<file path="config.mk">
export PLATFORM = sky130hd
export DESIGN_NAME = mips_multicycle
export DESIGN_NICKNAME = d
export VERILOG_FILES = /design/src/rtl/mips_multicycle.sv
export SDC_FILE = /design/constraint.sdc
export NUM_CORES = 2
export LEC_CHECK = 0
export BUFFER_PORTS_ARGS = -buffer_cell sky130_fd_sc_hd__buf_2
export CAP_MARGIN = 20
export CORE_MARGIN = 2
export CORE_UTILIZATION = 35
export DETAILED_ROUTE_END_ITERATION = 8
export SYNTH_ARGS = -nofsm -noshare
export SYNTH_HDL_FRONTEND = slang
export SYNTH_SLANG_ARGS = --single-unit
export TNS_END_PERCENT = 100
</file>
<file path="constraint.sdc">
create_clock -name clk -period 9.9 [get_ports clk]
set_clock_uncertainty 0.2 [all_clocks]
set_input_delay 0.495 -clock clk [delete_from_list [all_inputs] [get_ports clk]]
set_output_delay 0.495 -clock clk [all_outputs]
set_load 0.01 [all_outputs]
</file>
<file path="src/rtl/mips_multicycle.sv">
// Multicycle MIPS-lite core: FETCH/DECODE/EXEC/MEM/WB sequencer over a single
// req/ready memory port, with its own register file, ALU and next-PC logic.
module mips_multicycle #(
    parameter logic [31:0] RESET_PC = 32'h0000_3000,
    parameter int          ADDR_W   = 32
) (
    input  logic              clk,
    input  logic              rst,
    output logic              mem_req,
    output logic              mem_we,
    output logic [ADDR_W-1:0] mem_addr,
    output logic [31:0]       mem_wdata,
    input  logic [31:0]       mem_rdata,
    input  logic              mem_ready,
    output logic              retire,
    output logic              halted,
    output logic [31:0]       pc_dbg
);

    localparam logic [5:0] OP_RTYPE = 6'h00;
    localparam logic [5:0] OP_J     = 6'h02;
    localparam logic [5:0] OP_BEQ   = 6'h04;
    localparam logic [5:0] OP_ORI   = 6'h0D;
    localparam logic [5:0] OP_LUI   = 6'h0F;
    localparam logic [5:0] OP_LW    = 6'h23;
    localparam logic [5:0] OP_SW    = 6'h2B;
    localparam logic [5:0] F_ADDU   = 6'h21;
    localparam logic [5:0] F_SUBU   = 6'h23;
    localparam logic [5:0] F_AND    = 6'h24;
    localparam logic [5:0] F_OR     = 6'h25;
    localparam logic [5:0] F_SLT    = 6'h2A;

    typedef enum logic [2:0] {S_FETCH, S_DECODE, S_EXEC, S_MEM, S_WB, S_HALT} state_t;

    state_t      state_r, state_nxt_s;
    logic [31:0] pc_r, pc_nxt_s, ir_r, a_r, b_r, alu_out_r, mdr_r;
    logic [31:0] rf_r [0:31];
    logic [5:0]  op_s, funct_s;
    logic [4:0]  rs_s, rt_s, rd_s, rf_waddr_s;
    logic [15:0] imm_s;
    logic [31:0] sext_s, ea_s, alu_res_s, rf_wdata_s;
    logic        decode_ok_s, is_mem_s, rf_we_s, fetch_start_s;

    assign op_s    = ir_r[31:26];
    assign rs_s    = ir_r[25:21];
    assign rt_s    = ir_r[20:16];
    assign rd_s    = ir_r[15:11];
    assign funct_s = ir_r[5:0];
    assign imm_s   = ir_r[15:0];
    assign sext_s  = {{16{imm_s[15]}}, imm_s};
    assign ea_s    = a_r + sext_s;
    assign is_mem_s = (op_s == OP_LW) || (op_s == OP_SW);
    assign pc_dbg  = pc_r;
    // Retiring transitions (beq/j, sw, WB) are the only ones that re-enter FETCH.
    assign fetch_start_s = (state_r != S_FETCH) && (state_nxt_s == S_FETCH);

    // Opcode/funct legality
    always_comb begin
        decode_ok_s = 1'b0;
        case (op_s)
            OP_RTYPE: begin
                case (funct_s)
                    F_ADDU, F_SUBU, F_AND, F_OR, F_SLT: decode_ok_s = 1'b1;
                    default:                            decode_ok_s = 1'b0;
                endcase
            end
            OP_ORI, OP_LUI, OP_LW, OP_SW, OP_BEQ, OP_J: decode_ok_s = 1'b1;
            default:                                    decode_ok_s = 1'b0;
        endcase
    end

    // ALU result for register-writing instructions
    always_comb begin
        alu_res_s = 32'h0000_0000;
        case (op_s)
            OP_RTYPE: begin
                case (funct_s)
                    F_ADDU:  alu_res_s = a_r + b_r;
                    F_SUBU:  alu_res_s = a_r - b_r;
                    F_AND:   alu_res_s = a_r & b_r;
                    F_OR:    alu_res_s = a_r | b_r;
                    F_SLT:   alu_res_s = ($signed(a_r) < $signed(b_r)) ? 32'd1 : 32'd0;
                    default: alu_res_s = 32'h0000_0000;
                endcase
            end
            OP_ORI:  alu_res_s = a_r | {16'h0000, imm_s};
            OP_LUI:  alu_res_s = {imm_s, 16'h0000};
            default: alu_res_s = 32'h0000_0000;
        endcase
    end

    // Next state and next PC
    always_comb begin
        state_nxt_s = state_r;
        pc_nxt_s    = pc_r;
        case (state_r)
            S_FETCH: begin
                if (mem_req && mem_ready) begin
                    state_nxt_s = S_DECODE;
                    pc_nxt_s    = pc_r + 32'd4;
                end else begin
                    state_nxt_s = S_FETCH;
                end
            end
            S_DECODE: state_nxt_s = decode_ok_s ? S_EXEC : S_HALT;
            S_EXEC: begin
                if (is_mem_s) begin
                    state_nxt_s = (ea_s[1:0] != 2'b00) ? S_HALT : S_MEM;
                end else if (op_s == OP_BEQ) begin
                    state_nxt_s = S_FETCH;
                    if (a_r == b_r) begin
                        pc_nxt_s = pc_r + {sext_s[29:0], 2'b00};
                    end else begin
                        pc_nxt_s = pc_r;
                    end
                end else if (op_s == OP_J) begin
                    state_nxt_s = S_FETCH;
                    pc_nxt_s    = {pc_r[31:28], ir_r[25:0], 2'b00};
                end else begin
                    state_nxt_s = S_WB;
                end
            end
            S_MEM: begin
                if (mem_ready) begin
                    state_nxt_s = (op_s == OP_LW) ? S_WB : S_FETCH;
                end else begin
                    state_nxt_s = S_MEM;
                end
            end
            S_WB:    state_nxt_s = S_FETCH;
            S_HALT:  state_nxt_s = S_HALT;
            default: state_nxt_s = S_HALT;
        endcase
    end

    // Register-file write port selection
    always_comb begin
        rf_we_s    = (state_r == S_WB);
        rf_waddr_s = (op_s == OP_RTYPE) ? rd_s : rt_s;
        rf_wdata_s = (op_s == OP_LW) ? mdr_r : alu_out_r;
    end

    // Sequencer, architectural latches and registered memory-port outputs
    always_ff @(posedge clk or posedge rst) begin
        if (rst) begin
            state_r   <= S_FETCH;
            pc_r      <= RESET_PC;
            ir_r      <= 32'h0000_0000;
            a_r       <= 32'h0000_0000;
            b_r       <= 32'h0000_0000;
            alu_out_r <= 32'h0000_0000;
            mdr_r     <= 32'h0000_0000;
            mem_req   <= 1'b0;
            mem_we    <= 1'b0;
            mem_addr  <= '0;
            mem_wdata <= 32'h0000_0000;
            retire    <= 1'b0;
            halted    <= 1'b0;
        end else begin
            state_r <= state_nxt_s;
            pc_r    <= pc_nxt_s;
            retire  <= 1'b0;
            halted  <= (state_nxt_s == S_HALT);
            case (state_r)
                S_FETCH: begin
                    if (!mem_req) begin
                        mem_req  <= 1'b1;
                        mem_we   <= 1'b0;
                        mem_addr <= pc_r[ADDR_W-1:0];
                    end else if (mem_ready) begin
                        mem_req <= 1'b0;
                        ir_r    <= mem_rdata;
                    end
                end
                S_DECODE: begin
                    a_r <= (rs_s == 5'd0) ? 32'h0000_0000 : rf_r[rs_s];
                    b_r <= (rt_s == 5'd0) ? 32'h0000_0000 : rf_r[rt_s];
                end
                S_EXEC: begin
                    alu_out_r <= is_mem_s ? ea_s : alu_res_s;
                    if (state_nxt_s == S_MEM) begin
                        mem_req   <= 1'b1;
                        mem_we    <= (op_s == OP_SW);
                        mem_addr  <= ea_s[ADDR_W-1:0];
                        mem_wdata <= b_r;
                    end
                end
                S_MEM: begin
                    if (mem_ready) begin
                        mem_req <= 1'b0;
                        mem_we  <= 1'b0;
                        mdr_r   <= mem_rdata;
                    end
                end
                default: begin
                    mem_req <= mem_req;
                end
            endcase
            // Starting the next fetch overrides the completion's deassertion.
            if (fetch_start_s) begin
                mem_req  <= 1'b1;
                mem_we   <= 1'b0;
                mem_addr <= pc_nxt_s[ADDR_W-1:0];
                retire   <= 1'b1;
            end
            if (state_nxt_s == S_HALT) begin
                mem_req <= 1'b0;
            end
        end
    end

    // Register file; contents survive reset, $0 is never written
    always_ff @(posedge clk) begin
        if (rf_we_s && (rf_waddr_s != 5'd0)) begin
            rf_r[rf_waddr_s] <= rf_wdata_s;
        end
    end

endmodule

</file>
==> key figures <==
Outcome
  – Status: completed

Routing
  – Max layer used: met5
  – Total iterations of the first detailed-routing run: 6
  – Via count: 47691
  – Met3 Routed Length: 25.1 mm
  – Wl on met1: 96.6 mm
  – WL per Instance: 33.1 um
  – WL final: 252 mm
  – Via-to-Cell Ratio: 6.28
  – Drt first-iter violations: 6363
  – Antenna-violating nets left: 0
  – Residual DRC: 0
  – WL met2: 114 mm

Power and ir drop
  – Sequential power share: 0.304
  – Worst vdd ir: 202 uV
  – Lkg Pwr: 27.1 nW
  – Cell Int Power: 14.5 mW
  – Logic pwr share: 0.481
  – Clock share of power: 0.215
  – Sw Share: 0.432
  – Pwr/cell area: 333 mW/mm^2
  – Net switching power: 11.0 mW

CTS
  – Clk buf depth: 3
  – CTS Buf Count: 144
  – Clock-pin transition on the worst setup and hold timing paths: 0.06 ns
  – Clock Tree Root: clkbuf_16
  – Sink Count: 1287
  – Post-CTS Setup Repair Bufs: 0
  – CTS H-tree lvls: 4
  – Worst-Skew Late Latency: 0.81 ns
  – CTS tree: yes
  – Post_cts resized: 0
  – Hold_buf cts: 34

Floorplanning
  – Die Width: 444 um
  – Die Ht: 444 um
  – Core area: 0.192 mm^2
  – Row count: 161
  – I/O pins: 135
  – DIE AREA: 0.197 mm^2
  – Starting density of the core: 0.352

STA
  – Worst Tran Pin Value: 1.10 ns
  – Setup violations, final: 0
  – TNS Setup: 0 ns
  – Final Cycle Share: 0.529
  – Final count of pins violating max slew: 0
  – Post-route minimum period: 5.24 ns
  – Slew HR: 0.256
  – RSZ-0062 raised after global routing: no
  – Max Freq: 191 MHz
  – Final Hold Vio Count: 0

Finish
  – Area growth, synth to finish: 13.3%
  – Proportion of layout cells with a drive suffix above 1: 0.230
  – Final core occ: 0.398
  – Fillcell total: 17628
  – Nets: 5164
  – Ant diodes: 0

Setup path
  – Max FO, Critical Path: 10
  – Startpoint types: flip-flop
  – CP Capture Type: flip-flop
  – CP required: 10.44 ns
  – Worst setup path class: flip-flop to flip-flop
  – Worst Path Arrival: 5.78 ns

GRT
  – Total track usage: 0.251
  – Largest net degree at the start of global routing: 103
  – Vias in the first global route: 46223
  – First-pass GRT wire length: 353 mm
  – Grt ovf: 0
  – Initial antenna violation count: 10

Yosys
  – Synth warnings: 0
  – Post-synth EDFFs: 1024
  – Post-Syn Area per Cell: 14.0 um^2
  – Seq/Total Area, Yosys: 0.552
  – Netlist cell types: 85
  – Number of synthesized register bits: 1287
  – Post-synthesis instance area: 0.0676 mm^2
  – Yosys top cell by area: edfxtp_1
  – Async SR Flop Fraction: 0.204
  – Cells after Synth: 4831
  – Ranking of synthesized cells by area: edfxtp_1 45%, mux4_2 15%, dfrtp_1 9.7%
  – Share of the synthesized area in the top cell type: 0.455
  – Main synth FF type: edfxtp_1

Min path
  – Worst min path class: input pin to asynchronous set/reset pin

Placement
  – # port buffers: 134
  – RePlAce Congestion: 1.05
  – DP Wirelength: 158 mm

Job
  – Max Cap Violations: 0
-- registers in the layout, summed over array words and instances (netlist names) --
name / flops
a_r: 32
alu_out_r: 32
b_r: 32
halted: 1
ir_r: 32
mdr_r: 32
mem_addr: 32
mem_req: 1
mem_wdata: 32
mem_we: 1
pc_dbg: 32
retire: 1
rf_r: 1024
state_r: 3
-- layout make-up --
class                      count  area [um^2]  area share
timing repair buffer         291         1980      0.0259
sequential                  1287        37400       0.488
clock inverter                75          882      0.0115
tap                         2526         3160      0.0412
multi-input combinational   3093        28900       0.377
clock buffer                 187         3870      0.0505
inverter                     135          514     0.00671
-- synth_stat cells, drive strengths merged, types with 55 or more instances --
library cell  instances
o21ai               271
a21oi               244
nor3                 76
ha                  173
o22ai                78
nand2               309
inv                 135
mux2i               215
dfrtp               261
clkbuf              248
a221oi               55
nor2                238
buf                  99
mux4                464
a22o                 66
edfxtp             1024
o221ai               73
a211oi               64
o211ai               59
mux2                136
-- stage by stage --
stage	instance area (um^2)	worst slack (ns)	total power [mW]	hold WS (ns)	instances
after floorplan	67800	1.97	15.4	0.244	4862
after global placement	71600	4.96	19.7	0.265	7298
after detailed placement	71600	4.95	19.8	0.269	7298
after CTS	76700	4.93	25.3	0.168	7594
after global routing	76700	4.57	26.5	0.213	7594
final	76700	4.66	25.5	0.132	7594
-- cell families (layout without fill, tap and decap cells) --
family / Yosys count / in the layout / share of synthesized area
flip-flops: 1287 / 1287 / 0.552
AO/OA/AOI/OAI: 1133 / 1133 / 0.110
AND/OR/NAND/NOR: 858 / 858 / 0.0581
multiplexers: 815 / 815 / 0.209
buffers and inverters: 482 / 688 / 0.0275
adder cells (fa/ha/maj): 177 / 177 / 0.0332
XOR/XNOR: 78 / 78 / 0.0101
other: 1 / 32 / 0.0000554
-- power by group through the flow --
| stage | logic, mW | clock network [mW] | registers, mW |
|---|---|---|---|
| 2_1_floorplan | 8.16 | 0 | 7.23 |
| 3_3_place_gp | 11.9 | 0 | 7.81 |
| 3_5_place_dp | 12.0 | 0 | 7.83 |
| 4_1_cts | 12.0 | 5.55 | 7.72 |
| 5_1_grt | 12.9 | 5.76 | 7.79 |
| 6_report | 12.3 | 5.50 | 7.76 |
-- worst paths after layout --
kind / from / depth (start not counted) / slack (ns) / end
worst min-delay path: rst / 3 / 0.13 / pc_dbg[24]$_DFF_PP0_
worst max-delay path: a_r[14]$_DFFE_PP0P_ / 9 / 4.66 / mem_addr[16]$_DFFE_PP0P_
worst max register to register: a_r[14]$_DFFE_PP0P_ / 9 / 4.66 / mem_addr[16]$_DFFE_PP0P_
worst min register to register: mem_wdata[29]$_DFFE_PP0P_ / 2 / 0.27 / mem_wdata[29]$_DFFE_PP0P_
min in group clk: mem_wdata[29]$_DFFE_PP0P_ / 2 / 0.27 / mem_wdata[29]$_DFFE_PP0P_
max in group asynchronous: rst / 5 / 7.09 / mem_wdata[4]$_DFFE_PP0P_
-- critical path: stages, from the launching register on --
cell     delay [ns]
dfrtp_1        0.61
inv_1          0.25
ha_1           0.48
nor4_1         0.77
nand4_1        0.50
or4_1          1.00
nand2_4        0.30
o22ai_1        0.10
o21ai_0        0.69
a221o_1        0.27
-- layout by cell type (no fill, tap or decap), types with 66 or more instances in the layout --
| master | count |
|---|---|
| a22o_1 | 66 |
| nand2_1 | 303 |
| mux2_2 | 136 |
| buf_2 | 134 |
| inv_1 | 132 |
| o21ai_0 | 259 |
| edfxtp_1 | 1024 |
| o221ai_1 | 73 |
| mux2i_1 | 215 |
| buf_4 | 119 |
| a21oi_1 | 243 |
| o22ai_1 | 78 |
| ha_1 | 173 |
| mux4_2 | 464 |
| clkbuf_16 | 147 |
| dfrtp_1 | 249 |
| nor2_1 | 218 |
-- routing by layer --
metal,global-route usage,up-vias
li1,-,19477
met1,0.333,24616
met2,0.391,2956
met3,0.0492,628
met4,0.132,14
met5,0,-
(Power assumes the default switching activity.)
